File: src/rtl/mdr_mem_port_if.sv
// Memory-side handshake of mdr_mem_port: word address, steered store data,
// byte enables and the variable-latency req/ack pair.
interface mdr_mem_port_if #(
   parameter int DATA_WIDTH = 32,
   parameter int ADDR_WIDTH = 9
) ();
   localparam int NB = DATA_WIDTH / 8;

   logic [ADDR_WIDTH-1:0] mem_addr;
   logic [DATA_WIDTH-1:0] mem_wdata;
   logic [NB-1:0]         mem_be;
   logic                  mem_req;
   logic                  mem_we;
   logic                  mem_ack;
   logic [DATA_WIDTH-1:0] mem_rdata;

   modport master (
      output mem_addr, mem_wdata, mem_be, mem_req, mem_we,
      input  mem_ack, mem_rdata
   );

   modport slave (
      input  mem_addr, mem_wdata, mem_be, mem_req, mem_we,
      output mem_ack, mem_rdata
   );
endinterface

File: src/rtl/mdr_mem_port.sv
// MAR/MDR pair with a req/ack data-memory port: sized loads with extension,
// lane-steered stores, misalignment detection and an ack timeout.
module mdr_mem_port #(
   parameter int                    DATA_WIDTH = 32,
   parameter int                    ADDR_WIDTH = 9,
   parameter int                    TIMEOUT    = 15,
   parameter logic [DATA_WIDTH-1:0] INIT       = '0
) (
   input  logic                  clock,
   input  logic                  clear_n,
   input  logic [DATA_WIDTH-1:0] BusMuxOut,
   input  logic                  MARin,
   input  logic                  MDRin,
   input  logic                  read,
   input  logic                  write,
   input  logic [1:0]            size,
   input  logic                  sign_ext,
   output logic [DATA_WIDTH-1:0] MDRout,
   output logic                  busy,
   output logic                  done,
   output logic                  err,
   mdr_mem_port_if.master        bus
);

   localparam int NB = DATA_WIDTH / 8;
   localparam int LB = $clog2(NB);
   localparam logic [7:0] TO_LAST = 8'(TIMEOUT - 1);

   localparam logic [1:0] S_IDLE = 2'd0;
   localparam logic [1:0] S_REQ  = 2'd1;
   localparam logic [1:0] S_DONE = 2'd2;

   logic [1:0]            state;
   logic [ADDR_WIDTH-1:0] mar;
   logic [DATA_WIDTH-1:0] mdr;
   logic [7:0]            cnt;
   logic                  err_q;
   logic [1:0]            size_q;
   logic                  sx_q;
   logic                  dir_q;
   logic [LB-1:0]         lane_eff;
   logic                  misaligned;
   logic                  in_req;

   // Shift the addressed byte/half down to bit 0 and extend it.
   function automatic logic [DATA_WIDTH-1:0] load_extract(
      input logic [DATA_WIDTH-1:0] rdata,
      input logic [1:0]            sz,
      input logic                  sx,
      input logic [LB-1:0]         lane
   );
      logic [DATA_WIDTH-1:0] shifted;
      logic [DATA_WIDTH-1:0] result;
      logic [LB-1:0]         sel;
      sel     = (sz == 2'b01) ? {lane[LB-1:1], 1'b0} : lane;
      shifted = rdata >> {sel, 3'b000};
      case (sz)
         2'b00:   result = {{(DATA_WIDTH-8){sx & shifted[7]}}, shifted[7:0]};
         2'b01:   result = {{(DATA_WIDTH-16){sx & shifted[15]}}, shifted[15:0]};
         default: result = rdata;
      endcase
      return result;
   endfunction

   function automatic logic [NB-1:0] store_be(
      input logic [1:0]    sz,
      input logic [LB-1:0] lane
   );
      logic [NB-1:0] be;
      case (sz)
         2'b00:   be = {{(NB-1){1'b0}}, 1'b1} << lane;
         2'b01:   be = {{(NB-2){1'b0}}, 2'b11} << {lane[LB-1:1], 1'b0};
         default: be = '1;
      endcase
      return be;
   endfunction

   function automatic logic [DATA_WIDTH-1:0] store_data(
      input logic [1:0]            sz,
      input logic [DATA_WIDTH-1:0] data
   );
      logic [DATA_WIDTH-1:0] wd;
      case (sz)
         2'b00:   wd = {NB{data[7:0]}};
         2'b01:   wd = {(NB/2){data[15:0]}};
         default: wd = data;
      endcase
      return wd;
   endfunction

   // The alignment check sees a MAR value being loaded in the same cycle.
   assign lane_eff   = MARin ? BusMuxOut[LB-1:0] : mar[LB-1:0];
   assign misaligned = (size == 2'b01) ? lane_eff[0]
                     : (size[1] ? (lane_eff != '0) : 1'b0);

   always_ff @(posedge clock or negedge clear_n) begin
      if (!clear_n) begin
         state  <= S_IDLE;
         mar    <= '0;
         mdr    <= INIT;
         cnt    <= '0;
         err_q  <= 1'b0;
         size_q <= 2'b00;
         sx_q   <= 1'b0;
         dir_q  <= 1'b0;
      end else begin
         case (state)
            S_IDLE: begin
               if (MARin) mar <= BusMuxOut[ADDR_WIDTH-1:0];
               if (MDRin && !read) mdr <= BusMuxOut;
               if (read || write) begin
                  size_q <= size;
                  sx_q   <= sign_ext;
                  dir_q  <= write;
                  cnt    <= '0;
                  if ((read && write) || misaligned) begin
                     err_q <= 1'b1;
                     state <= S_DONE;
                  end else begin
                     err_q <= 1'b0;
                     state <= S_REQ;
                  end
               end
            end
            S_REQ: begin
               if (bus.mem_ack) begin
                  if (!dir_q) mdr <= load_extract(bus.mem_rdata, size_q, sx_q, mar[LB-1:0]);
                  state <= S_DONE;
               end else if (cnt == TO_LAST) begin
                  err_q <= 1'b1;
                  state <= S_DONE;
               end else begin
                  cnt <= cnt + 8'd1;
               end
            end
            S_DONE:  state <= S_IDLE;
            default: state <= S_IDLE;
         endcase
      end
   end

   // Memory-side outputs decode straight from state so reset drops them at once.
   assign in_req        = (state == S_REQ);
   assign bus.mem_req   = in_req;
   assign bus.mem_we    = in_req & dir_q;
   assign bus.mem_addr  = {mar[ADDR_WIDTH-1:LB], {LB{1'b0}}};
   assign bus.mem_be    = in_req ? store_be(size_q, mar[LB-1:0]) : '0;
   assign bus.mem_wdata = in_req ? store_data(size_q, mdr) : '0;

   assign MDRout = mdr;
   assign busy   = (state != S_IDLE);
   assign done   = (state == S_DONE);
   assign err    = err_q;

endmodule

File: src/flat_wrapper.sv
// flat-port wrapper written by rule: the top's interface ports become plain ports
module mdr_mem_port_flat 
#(
   parameter int                    DATA_WIDTH = 32,
   parameter int                    ADDR_WIDTH = 9,
   parameter int                    TIMEOUT    = 15,
   parameter logic [DATA_WIDTH-1:0] INIT       = '0
)
  (clock, clear_n, BusMuxOut, MARin, MDRin, read, write, size, sign_ext, MDRout, busy, done, err, bus_mem_addr, bus_mem_wdata, bus_mem_be, bus_mem_req, bus_mem_we, bus_mem_ack, bus_mem_rdata);
  mdr_mem_port_if #(.DATA_WIDTH(DATA_WIDTH), .ADDR_WIDTH(ADDR_WIDTH)) bus_i ();
  input  logic clock;
  input  logic clear_n;
  input  logic [DATA_WIDTH-1:0] BusMuxOut;
  input  logic MARin;
  input  logic MDRin;
  input  logic read;
  input  logic write;
  input  logic [1:0] size;
  input  logic sign_ext;
  output logic [DATA_WIDTH-1:0] MDRout;
  output logic busy;
  output logic done;
  output logic err;
  output wire logic [$bits(bus_i.mem_addr)-1:0] bus_mem_addr;
  output wire logic [$bits(bus_i.mem_wdata)-1:0] bus_mem_wdata;
  output wire logic [$bits(bus_i.mem_be)-1:0] bus_mem_be;
  output wire logic [$bits(bus_i.mem_req)-1:0] bus_mem_req;
  output wire logic [$bits(bus_i.mem_we)-1:0] bus_mem_we;
  input wire logic [$bits(bus_i.mem_ack)-1:0] bus_mem_ack;
  input wire logic [$bits(bus_i.mem_rdata)-1:0] bus_mem_rdata;
  assign bus_mem_addr = bus_i.mem_addr;
  assign bus_mem_wdata = bus_i.mem_wdata;
  assign bus_mem_be = bus_i.mem_be;
  assign bus_mem_req = bus_i.mem_req;
  assign bus_mem_we = bus_i.mem_we;
  assign bus_i.mem_ack = bus_mem_ack;
  assign bus_i.mem_rdata = bus_mem_rdata;
  mdr_mem_port #(.DATA_WIDTH(DATA_WIDTH), .ADDR_WIDTH(ADDR_WIDTH), .TIMEOUT(TIMEOUT), .INIT(INIT)) u_core (.clock(clock), .clear_n(clear_n), .BusMuxOut(BusMuxOut), .MARin(MARin), .MDRin(MDRin), .read(read), .write(write), .size(size), .sign_ext(sign_ext), .MDRout(MDRout), .busy(busy), .done(done), .err(err), .bus(bus_i));
endmodule
File: config.mk
export PLATFORM = sky130hd
export DESIGN_NAME = mdr_mem_port_flat
export DESIGN_NICKNAME = d
export VERILOG_FILES = /design/src/rtl/mdr_mem_port_if.sv /design/src/rtl/mdr_mem_port.sv /design/src/flat_wrapper.sv
export SDC_FILE = /design/constraint.sdc
export NUM_CORES = 1
export LEC_CHECK = 0
export BUFFER_PORTS_ARGS = -buffer_cell sky130_fd_sc_hd__clkbuf_2
export CELL_PAD_IN_SITES_DETAIL_PLACEMENT = 1
export CELL_PAD_IN_SITES_GLOBAL_PLACEMENT = 2
export CORE_ASPECT_RATIO = 1.5
export CORE_MARGIN = 1
export CORE_UTILIZATION = 29
export DETAILED_ROUTE_END_ITERATION = 10
export GPL_TIMING_DRIVEN = 0
export PLACE_DENSITY_LB_ADDON = 0.1
export SETUP_SLACK_MARGIN = 0.02
export SLEW_MARGIN = 5
export SYNTH_ARGS = -nofsm -noshare
export SYNTH_HDL_FRONTEND = slang
export SYNTH_SLANG_ARGS = --single-unit
File: constraint.sdc
create_clock -name clock -period 5.2 [get_ports clock]
set_clock_uncertainty 0.2 [all_clocks]
set_input_delay 0.78 -clock clock [delete_from_list [all_inputs] [get_ports clock]]
set_output_delay 0.78 -clock clock [all_outputs]
set_load 0.03 [all_outputs]
Yosys cells after proc, flatten, opt, wreduce, memory -nomap -nowiden
Cells that the tools add are included.
{"block": "word_totals", "out_inout_bits": 82, "regBits": 56, "word_cells": 71, "in_bits": 74}
{"block": "classes", "n_reduce_logical": 16, "mux": 27, "add_sub_neg": 1, "eq_ne": 13, "shift": 3, "bitwise_logic": 3}
{"cell": "case mux 32 bit (2 select lines)", "count": 3}
{"cell": "two-way mux 32 bit", "count": 4}
{"cell": "right shift 32 x 5 -> 16 bit", "count": 1}
{"cell": "two-way mux 8 bit", "count": 3}
{"cell": "case mux 8 bit (2 select lines)", "count": 1}
{"cell": "AND reduction 4 bit", "count": 3}
{"cell": "two-way mux 2 bit", "count": 5}
{"cell": "inequality test 2 bit (second input constant)", "count": 5}
{"cell": "adder 8 x 1 -> 8 bit (second input constant)", "count": 1}
{"cell": "== test 8 x 4 -> 1 bit (second input constant)", "count": 1}
{"cell": "case mux 4 bit (2 select lines)", "count": 1}
{"cell": "two-way mux 1 bit", "count": 7}
{"cell": "== test 2 x 1 -> 1 bit (second input constant)", "count": 3}
{"cell": "AND reduction 2 bit", "count": 3}
{"cell": "nonzero test 2 bit", "count": 3}
{"cell": "logical NOT 2 bit", "count": 2}
{"cell": "two-way mux 4 bit", "count": 1}
{"cell": "inequality test 2 x 1 -> 1 bit (second input constant)", "count": 2}
{"cell": "case mux 2 bit (2 select lines)", "count": 1}
{"cell": "left shift 1 x 2 -> 4 bit (first input constant)", "count": 1}
{"cell": "left shift 2 x 2 -> 4 bit (first input constant)", "count": 1}
{"cell": "AND 1 bit", "count": 3}
{"cell": "inequality test 3 bit (second input constant)", "count": 1}
{"cell": "== test 2 bit (second input constant)", "count": 1}
{"cell": "other kinds (4)", "count": 6}

Logic depth before layout (Yosys ltp)
{"block": "logic_depth", "ltp_word": 8, "ltp_mapped": 7, "mapped_depth_nobuf": 6}

Worst setup path after synthesis
OpenSTA, ideal clock, no wires.
{"block": "synth_timing", "path_kind": "register -> output", "startpoint": "register u_core.size_q[0]", "endpoint": "output bus_mem_wdata[31]", "path_slack_ns": 2.166, "n_path_buf": 3, "path_stages_with_launch": 7, "required_ns": 4.220, "arrival_ns": 2.054, "cell_sequence": "dfrtp_1 clkbuf_1 clkbuf_1 clkbuf_1 nand2_1 o211a_1 a211oi_1"}
{"block": "synth_between", "elab_chain_len": 3, "word_cells_on_any_way": 4, "classes_between": "eq/ne (1); mux (2); reduce/logical (1)"}
{"element": "start, declared", "line": "mdr_mem_port.sv:38", "rtl": "logic [1:0] size_q;"}
{"element": "start signal, assigned", "line": "mdr_mem_port.sv:112", "rtl": "size_q <= size;"}
{"element": "== test 2 x 1 -> 1 bit / logical NOT 2 bit (equally long branches)", "line": "mdr_mem_port.sv:83", "rtl": "case (sz)"}
{"element": "case mux 32 bit (2 select lines) (*)", "line": "mdr_mem_port.sv:83"}
{"element": "two-way mux 32 bit (*)", "line": "mdr_mem_port.sv:148", "rtl": "assign bus.mem_wdata = in_req ? store_data(size_q, mdr) : '0;"}
{"element": "end, declared", "line": "flat_wrapper.sv:25", "rtl": "output wire logic [$bits(bus_i.mem_wdata)-1:0] bus_mem_wdata;"}
Mark *: on every way between the ends. The rest lies on a longest branch, timed or not.

Final worst setup path
{"block": "layout_timing", "startpoint": "register u_core.size_q[0]", "endpoint": "output bus_mem_wdata[25]"}
The elaborated chain is that of the path after synthesis.

==> flow_metrics.tcl <==
set metrics [dict create \
    vdd_ir_drop_max_mv 0.222 \
    wl_met3_um 667 \
    synthTopCellsByArea "dfrtp_1 37%, a221oi_1 6.0%, nand2_1 5.5%, a21oi_1 3.6%, nor3_1 3.6%" \
    syn_avg_cell_area_sq_um 8.46 \
    synth-warning-count 0 \
    async_flop_share 1.00 \
    synth_commonest_cells "56 x dfrtp_1, 56 x nand2_1, 34 x inv_1" \
    drt-initial-drc-count 232 \
    syn2layout_area_growth_pct 30.3 \
    cts_buffer_depth 2 \
    hold_class "flip-flop to flip-flop" \
    post_cts_buffers 0 \
    required_ns 4.22 \
    worstRegToRegCells 7 \
    cts_buffers 5 \
    dieArea_sq_um 13600 \
    wl_met2_um 9090 \
    die_h_um 142 \
    grt.total_usage 0.251 \
    cts_max_level 2 \
    hold_depth 1 \
    yosysTopAreaCell "dfrtp_1" \
    grt_pass1_vias 4435 \
    ys_ff_latch 56 \
    min_to "u_core.mar[6]$_DFFE_PN0P_" \
    synthDistinctLibCells 53 \
    antenna_found_initial 0 \
    min_from "u_core.mar[6]$_DFFE_PN0P_" \
    arrival_ns 2.64 \
    clk_latency_ns 0.30 \
    hold_viol 0 \
    drive_gt1_frac 0.322 \
    cts.clk_slew.worst_paths_ns 0.08 \
    cts_hold_buf 0 \
    gp_congestion 0.838 \
    rsz0062_at_grt "no" \
    numClockSinks 56 \
    drc 0 \
    dr.pass1.iters 4 \
    wirelength_um 16700 \
    fin_tns_setup_ns 0 \
    viasPerCell 5.48 \
    synth_edf_count 0 \
    cp-end-kind "primary output" \
    num_rows 50 \
    slowest_stage "buf_1" \
    powerDensity_nw_per_um2 667 \
    crit_path_start_kind "flip-flop" \
    synth_top_area_share 0.368 \
    slew-limit-headroom 0.384 \
    reg2reg_from "u_core.state[1]$_DFFE_PN0P_" \
    met1Wirelength_um 6500 \
    die_x_um 95.5 \
    worst_pin_slew_ns 0.919 \
    status "completed" \
    start_util 0.301 \
    num_vias 4206 \
    fmax_mhz 277 \
    antenna_cells 0 \
    synth_area_sq_um 3800 \
    ios 156 \
    synthCells 450 \
    synth-main-ff-cell "dfrtp_1" \
    grt_pass1_wl_um 25300 \
    route.top_layer_used "met4" \
    grt_max_degree 57 \
    post-dp-hpwl_um 13200 \
    min_period_ns 3.62 \
    final.period_utilization 0.695 \
    nets 687 \
    cts_resized 0 \
    fp.coreArea_sq_um 12600 \
    final_max_slew_viol_count 0 \
    cap_violations 0 \
    cts-root-buf "clkbuf_16" \
    worstSetupPathType "flip-flop to primary output" \
    power_leakage_nw 2.41 \
    timing.rr.end "u_core.MDRout[1]$_DFFE_PN0P_" \
    io_buffers 153 \
    ys_seq_area_frac 0.368 \
    overflow 0 \
    crit_fanout 10 \
    finalPower_mw 3.30 \
    crit_chain "clkbuf_1 > clkbuf_1 > buf_1 > a211oi_1 > a211oi_1 > clkbuf_2" \
    setup_viol 0 \
    regToRegSetupSlack_ns 2.60 \
    cts_tree "built" \
    wl_per_cell_um 21.8 \
    cp_slowest_stage_delay_ns 0.49 \
    ant_nets 0 \
]
layer usage:
layer,up-vias,global-route usage
met5,-,0
met4,0,0.0943
met3,24,0.0272
met2,125,0.467
met1,2110,0.287
li1,1947,-
worst max-delay path by stage:
| stage | startpoint | end | slack, ns | depth (start not counted) |
|---|---|---|---|---|
| 2_1_floorplan | u_core.size_q[0]$_DFFE_PN0P_ | bus_mem_wdata[31] | 2.17 | 6 |
| 3_3_place_gp | u_core.size_q[0]$_DFFE_PN0P_ | bus_mem_wdata[26] | 1.88 | 6 |
| 3_5_place_dp | u_core.size_q[0]$_DFFE_PN0P_ | bus_mem_wdata[25] | 1.92 | 6 |
| 4_1_cts | u_core.size_q[0]$_DFFE_PN0P_ | bus_mem_wdata[25] | 1.58 | 6 |
| 5_1_grt | u_core.size_q[0]$_DFFE_PN0P_ | bus_mem_wdata[25] | 1.45 | 6 |
| 6_report | u_core.size_q[0]$_DFFE_PN0P_ | bus_mem_wdata[25] | 1.58 | 6 |
registers in the layout (all words and copies together), names as in the netlist:
name           count
u_core.MDRout     32
u_core.cnt         8
u_core.dir_q       1
u_core.err         1
u_core.mar         9
u_core.size_q      2
u_core.state       2
u_core.sx_q        1
power by group:
group / switching (mW) / internal [mW]
logic: 1.37 / 0.657
registers: 0.207 / 0.623
clock network: 0.173 / 0.274
total: 1.75 / 1.55
critical path: cells and delay by family, from the launching register on:
family / cells / cell delay (ns)
flops: 1 / 0.36
buf+inv: 4 / 1.55
compound gates: 2 / 0.41
cell families (layout without fill, tap and decap cells):
kind of cell / count (synthesis) / in the layout / synth area share
buffers and inverters: 78 / 238 / 0.0921
AOI/OAI and AO/OA: 133 / 133 / 0.255
DFF: 56 / 56 / 0.368
adders and majority gates: 2 / 2 / 0.00658
muxes: 20 / 20 / 0.0595
other: 1 / 2 / 0.000986
xor gates and xnor gates: 2 / 2 / 0.00460
and+or+nand+nor: 158 / 158 / 0.213
through the flow:
step	area, sq um	utilization	hold WS [ns]	cells	worst slack (ns)
final	4960	0.392	0.315	767	1.58
after detailed placement	4770	0.378	0.300	760	1.92
after global placement	4770	0.377	0.294	760	1.88
after floorplan	3810	-	0.282	451	2.17
after CTS	4960	0.392	0.320	767	1.58
after global routing	4960	0.392	0.337	767	1.45
cell usage in the layout, fill, tap and decap left out, drive strengths merged, types with 3 or more instances in the layout:
cell type and count:
nand2b 4, or4 3, o31ai 3, dfrtp 56, a211o 6, a211oi 15
inv 34, mux2 11, nand3 5, nor3 28, mux2i 8, buf 23
a221oi 27, a21oi 27, clkbuf 179, o221ai 7, nor2 17, and3b 3
and2 9, a22oi 8, a22o 9, or3 7, nor2b 12, a31oi 9
and4b 3, nand2 56, o21ai 17
final cells by class:
cell class              instances  area (sq um)
plain buffers                  44           223
clock buffers                   5           125
clock inverters                 2          60.1
fillers                      1598          7680
inverters                      34           128
multi-input cells             317          2060
flip-flops and latches         56          1400
well taps                     156           195
repair buffers                153           768
Note: power is estimated with default switching activity, not from simulation.
